## config.mk

```make
export PLATFORM = sky130hd
export DESIGN_NAME = alu_arbiter
export DESIGN_NICKNAME = d
export VERILOG_FILES = /design/src/rtl/alu_arbiter.sv
export SDC_FILE = /design/constraint.sdc
export NUM_CORES = 1
export LEC_CHECK = 0
export BUFFER_PORTS_ARGS = -buffer_cell sky130_fd_sc_hd__buf_2
export CORE_AREA = 5 5 277 279
export DETAILED_ROUTE_END_ITERATION = 7
export DIE_AREA = 0 0 282 284
export PLACE_DENSITY = 0.41
export SKIP_CTS_REPAIR_TIMING = 1
export SLEW_MARGIN = 30
export SYNTH_ARGS = -nofsm -noshare
export SYNTH_HDL_FRONTEND = slang
export SYNTH_SLANG_ARGS = --single-unit
```

## constraint.sdc

```tcl
create_clock -name clk -period 11.9 [get_ports clk]
set_input_delay 0.595 -clock clk [delete_from_list [all_inputs] [get_ports clk]]
set_output_delay 0.595 -clock clk [all_outputs]
set_load 0.05 [all_outputs]
```

## src/rtl/alu_arbiter.sv

```systemverilog
// Round-robin arbiter sharing one combinational ALU between two requesters.
// Optional op statistics counters are built when ALU_ARB_STATS_EN is defined.
module alu_arbiter #(
  parameter int unsigned DATA_W = 64,
  parameter int unsigned MODE_W = 4,
  parameter int unsigned PSW_W  = 16,
  parameter int unsigned CNT_W  = 16
) (
  input  logic              clk,
  input  logic              rst,
  input  logic              req0_valid,
  output logic              req0_ready,
  input  logic [DATA_W-1:0] req0_a,
  input  logic [DATA_W-1:0] req0_b,
  input  logic [MODE_W-1:0] req0_mode,
  input  logic              req1_valid,
  output logic              req1_ready,
  input  logic [DATA_W-1:0] req1_a,
  input  logic [DATA_W-1:0] req1_b,
  input  logic [MODE_W-1:0] req1_mode,
  output logic              rsp0_valid,
  input  logic              rsp0_ready,
  output logic              rsp1_valid,
  input  logic              rsp1_ready,
  output logic [DATA_W-1:0] rsp_s,
  output logic [DATA_W-1:0] rsp_s2,
  output logic [PSW_W-1:0]  rsp_psw,
  output logic [DATA_W-1:0] alu_a,
  output logic [DATA_W-1:0] alu_b,
  output logic [MODE_W-1:0] alu_mode,
  input  logic [DATA_W-1:0] alu_s,
  input  logic [DATA_W-1:0] alu_s2,
  input  logic [PSW_W-1:0]  alu_psw,
  output logic [CNT_W-1:0]  stat_cnt0,
  output logic [CNT_W-1:0]  stat_cnt1
);

  typedef enum logic [1:0] {StIdle, StExec, StResp} state_e;

  state_e            state_q, state_d;
  logic              owner_q, last_grant_q;
  logic [DATA_W-1:0] a_q, b_q, s_q, s2_q;
  logic [MODE_W-1:0] mode_q;
  logic [PSW_W-1:0]  psw_q;
  logic              grant;
  logic              accept;
  logic              rsp_hs;

  always_comb begin
    state_d    = state_q;
    grant      = 1'b0;
    accept     = 1'b0;
    rsp_hs     = 1'b0;
    req0_ready = 1'b0;
    req1_ready = 1'b0;
    rsp0_valid = 1'b0;
    rsp1_valid = 1'b0;
    // On a tie the port that did not win last time is granted.
    if (req0_valid && req1_valid) begin
      grant = ~last_grant_q;
    end else begin
      grant = req1_valid;
    end
    unique case (state_q)
      StIdle: begin
        // Gated by rst so no ready escapes while reset is held.
        accept     = (req0_valid | req1_valid) & ~rst;
        req0_ready = accept & ~grant;
        req1_ready = accept & grant;
        if (accept) state_d = StExec;
      end
      StExec: begin
        state_d = StResp;
      end
      StResp: begin
        rsp0_valid = ~owner_q;
        rsp1_valid = owner_q;
        rsp_hs     = owner_q ? rsp1_ready : rsp0_ready;
        if (rsp_hs) state_d = StIdle;
      end
      default: begin
        state_d = StIdle;
      end
    endcase
  end

  always_ff @(posedge clk or posedge rst) begin
    if (rst) begin
      state_q      <= StIdle;
      owner_q      <= 1'b0;
      last_grant_q <= 1'b1;
      a_q          <= '0;
      b_q          <= '0;
      mode_q       <= '0;
      s_q          <= '0;
      s2_q         <= '0;
      psw_q        <= '0;
    end else begin
      state_q <= state_d;
      if (accept) begin
        a_q          <= grant ? req1_a : req0_a;
        b_q          <= grant ? req1_b : req0_b;
        mode_q       <= grant ? req1_mode : req0_mode;
        owner_q      <= grant;
        last_grant_q <= grant;
      end
      if (state_q == StExec) begin
        s_q   <= alu_s;
        s2_q  <= alu_s2;
        psw_q <= alu_psw;
      end
    end
  end

  assign alu_a    = a_q;
  assign alu_b    = b_q;
  assign alu_mode = mode_q;
  assign rsp_s    = s_q;
  assign rsp_s2   = s2_q;
  assign rsp_psw  = psw_q;

`ifdef ALU_ARB_STATS_EN
  logic [CNT_W-1:0] cnt0_q, cnt1_q;

  // Saturating completion counters, one per response channel.
  always_ff @(posedge clk or posedge rst) begin
    if (rst) begin
      cnt0_q <= '0;
      cnt1_q <= '0;
    end else if (rsp_hs) begin
      if (!owner_q && (cnt0_q != {CNT_W{1'b1}})) cnt0_q <= cnt0_q + 1'b1;
      if (owner_q && (cnt1_q != {CNT_W{1'b1}}))  cnt1_q <= cnt1_q + 1'b1;
    end
  end

  assign stat_cnt0 = cnt0_q;
  assign stat_cnt1 = cnt1_q;
`else
  assign stat_cnt0 = '0;
  assign stat_cnt1 = '0;
`endif

endmodule

```

==> impl_metrics.csv <==
group,metric,value,unit
drt,avgViaCountPerCell,4.00,
global_route,grt_pass1_vias,11169,
worst_setup_path,crit_end,"req1_ready",
worst_setup_path,reg2reg_from,"state_q[0]$_DFFE_PP0P_",
timing,finalSetupViolCount,0,
timing,period_minus_slack,3.38,ns
clocking,clk_pin_slew_worst_paths,0.05,ns
timing,grt_setup_unrepaired,"no",
drt,totalWireLength,50400,µm
clocking,cts_num_sinks,280,
timing,whs,0.157,ns
status,run_status,"finished clean",
worst_setup_path,slowest_stage,"buf_4",
global_route,grt_pass1_wl,72300,µm
synth,synth_enable_flop_cells,0,
synth,synthCells,962,
timing,tightest_slew,0.993,ns
placed_design,gp_congestion,0.782,
drt,antenna_left,0,
worst_setup_path,crit_chain,"buf_4 -> buf_4 -> buf_4 -> nor3b_1 -> buf_2",
worst_setup_path,critPathMaxStageDelay,0.60,ns
clocking,cts_buffers,35,
synth,synth_top_area_frac,0.588,
drt,drt_pre_antenna_iters,5,
clocking,cts_tree,"done",
synth,yosysUniqueCellTypes,21,
worst_setup_path,worstSetupEndpointType,"primary output",
worst_hold_path,hold_path.class,"primary input to async pin",
global_route,grt_max_degree,148,
drt,drc_errors,0,
clocking,htree_levels,2,
worst_setup_path,crit_fanout,68,
synth,synth.largest_area_cell,"dfrtp_1",
worst_setup_path,r2r_setup_slack,9.03,ns
flow_run,cap_violations,0,
clocking,clock_path_buffers,3,
drt,drt_first_iter_violations,454,
die,fp-row-count,100,
timing,fmax,295,MHz
worst_setup_path,path_class,"primary input to primary output",
die,start_util,0.161,
synth,ys_seq_elements,280,
worst_setup_path,rr_worst_depth,5,
synth,yosysWarnings,0,
placed_design,post-place-ws,8.46,ns
worst_setup_path,cp-start-kind,"primary input",
synth,yosys-top-cells-area,"dfrtp_1 (59%), mux2_2 (14%), a221o_1 (11%)",
die,die_w,282,µm
timing,slew_headroom,0.338,
cells_and_area,areaGrowthSynthToFinish,45.7,%
timing,tns,0,ns
clocking,clock_latency,0.53,ns
timing,hold_viol,0,
placed_design,dp_hpwl,37100,µm
synth,avgSynthCellArea,12.3,µm²
die,coreArea,73900,µm²
pwr,power_density,342,nW/µm²
placed_design,numPortBuffers,693,
timing,drv_slew,0,
synth,seq_area_frac_synth,0.590,
drt,num_vias,10466,
die,die_h,284,µm
worst_setup_path,crit_top_cell,"buf_4",
drt,wl_per_cell,19.2,µm
global_route,overflow,0,
timing,fin_ws,8.52,ns
synth,synth.cell_area,11900,µm²
pwr,power.static_leakage,8.37,nW
worst_setup_path,required,11.31,ns
cells_and_area,drive_gt1_frac,0.553,
timing,worst_clock_skew,0.0181,ns
worst_setup_path,rr_endpoint,"alu_a[4]$_DFFE_PP0P_",
pwr,ir_drop,0.152,mV
worst_setup_path,arrival,2.79,ns
cells_and_area,final_nets,2028,
clocking,root_buffer,"clkbuf_16",
worst_setup_path,cp-startpoint,"req1_valid",
synth,async_reset_ff_frac,1.00,
synth,synthFlopType,"dfrtp_1",
global_route,grtUsageTotal,0.116,
timing,period_share,0.284,
pwr,finalPower,5.92,mW
die,io_pins,726,
global_route,antenna_found_initial,20,
die,die-area,80100,µm²
==> worst max-delay path, delay by kind of cell <==
kind	cells	cell delay (ns)
buffers and inverters	4	1.76
AND/OR/NAND/NOR	1	0.29
==> placed cells by master, fill, tap and decap left out, types with 4 or more instances in the layout <==
cell type and count:
buf_2 692, dfrtp_1 279, mux2_2 145, nand2_1 132
nor3_1 132, a221o_1 132, clkbuf_16 36, conb_1 32
diode_2 14, clkbuf_1 12, buf_4 10, clkbuf_8 6
inv_1 4
==> registers in the layout (all words and copies together) (netlist names) <==
| signal | count |
|---|---|
| alu_mode | 4 |
| rsp_s | 64 |
| last_grant_q | 1 |
| state_q | 2 |
| alu_b | 64 |
| alu_a | 64 |
| owner_q | 1 |
| rsp_psw | 16 |
| rsp_s2 | 64 |
==> power by group <==
part	internal [mW]	leakage (nW)	switching [mW]
clock	0.593	0.517	0.413
combinational	0.836	4.49	2.40
sequential	1.43	3.36	0.257
total	2.85	8.37	3.07
==> synthesized netlist by cell type, types with 2 or more instances <==
cell type,instances
nor3_1,132
dfrtp_1,279
nand2b_1,2
mux2_2,145
clkbuf_1,71
a221o_1,132
buf_4,32
nand2_1,132
a21oi_1,2
buf_2,12
buf_6,7
nor2_1,3
inv_1,5
==> logic make-up (layout without fill, tap and decap cells) <==
kind of cell           count (synthesis)  in the layout  share of synthesized area
DFF                                  280            280                      0.590
buffers and inverters                127            768                     0.0560
and+or+nand+nor                      273            273                      0.102
other                                  1             46                   0.000316
muxes                                145            145                      0.138
AOI/OAI and AO/OA                    136            136                      0.114
==> routing by layer <==
metal / routed length, µm / vias up / GRT usage
met2: 25600 / 476 / 0.206
met5: 48 / - / 0
met3: 3900 / 76 / 0.0333
met4: 1340 / 8 / 0.0364
met1: 19500 / 5111 / 0.136
li1: - / 4795 / -
==> cell type report <==
type	count	area [µm²]
repair buffers	706	3620
diodes	14	35.0
fillers	8045	56600
clock inverters	3	33.8
well taps	969	1210
inverters	5	26.3
multi-input cells	586	4330
flip-flops and latches	280	7010
clock buffers	54	1030
==> through the flow <==
stage | cells | area (µm²) | util
after floorplan | 993 | 12000 | -
after global placement | 2544 | 16100 | 0.218
after detailed placement | 2544 | 16100 | 0.218
after CTS | 2601 | 17200 | 0.233
after global routing | 2613 | 17300 | 0.234
final | 2617 | 17300 | 0.234
==> worst min-delay path by stage <==
stage	cells past startpoint	end	slack, ns
global placement	1	rsp_s2[32]$_DFFE_PP0N_	0.48
detailed placement	1	rsp_s[37]$_DFFE_PP0N_	0.49
global route	2	rsp_s2[43]$_DFFE_PP0N_	0.18
finish	2	rsp_s[9]$_DFFE_PP0N_	0.16
CTS	2	rsp_s[23]$_DFFE_PP0N_	0.15
floorplan	2	last_grant_q$_DFFE_PP1P_	0.52
Note: power is estimated with default switching activity, not from simulation.
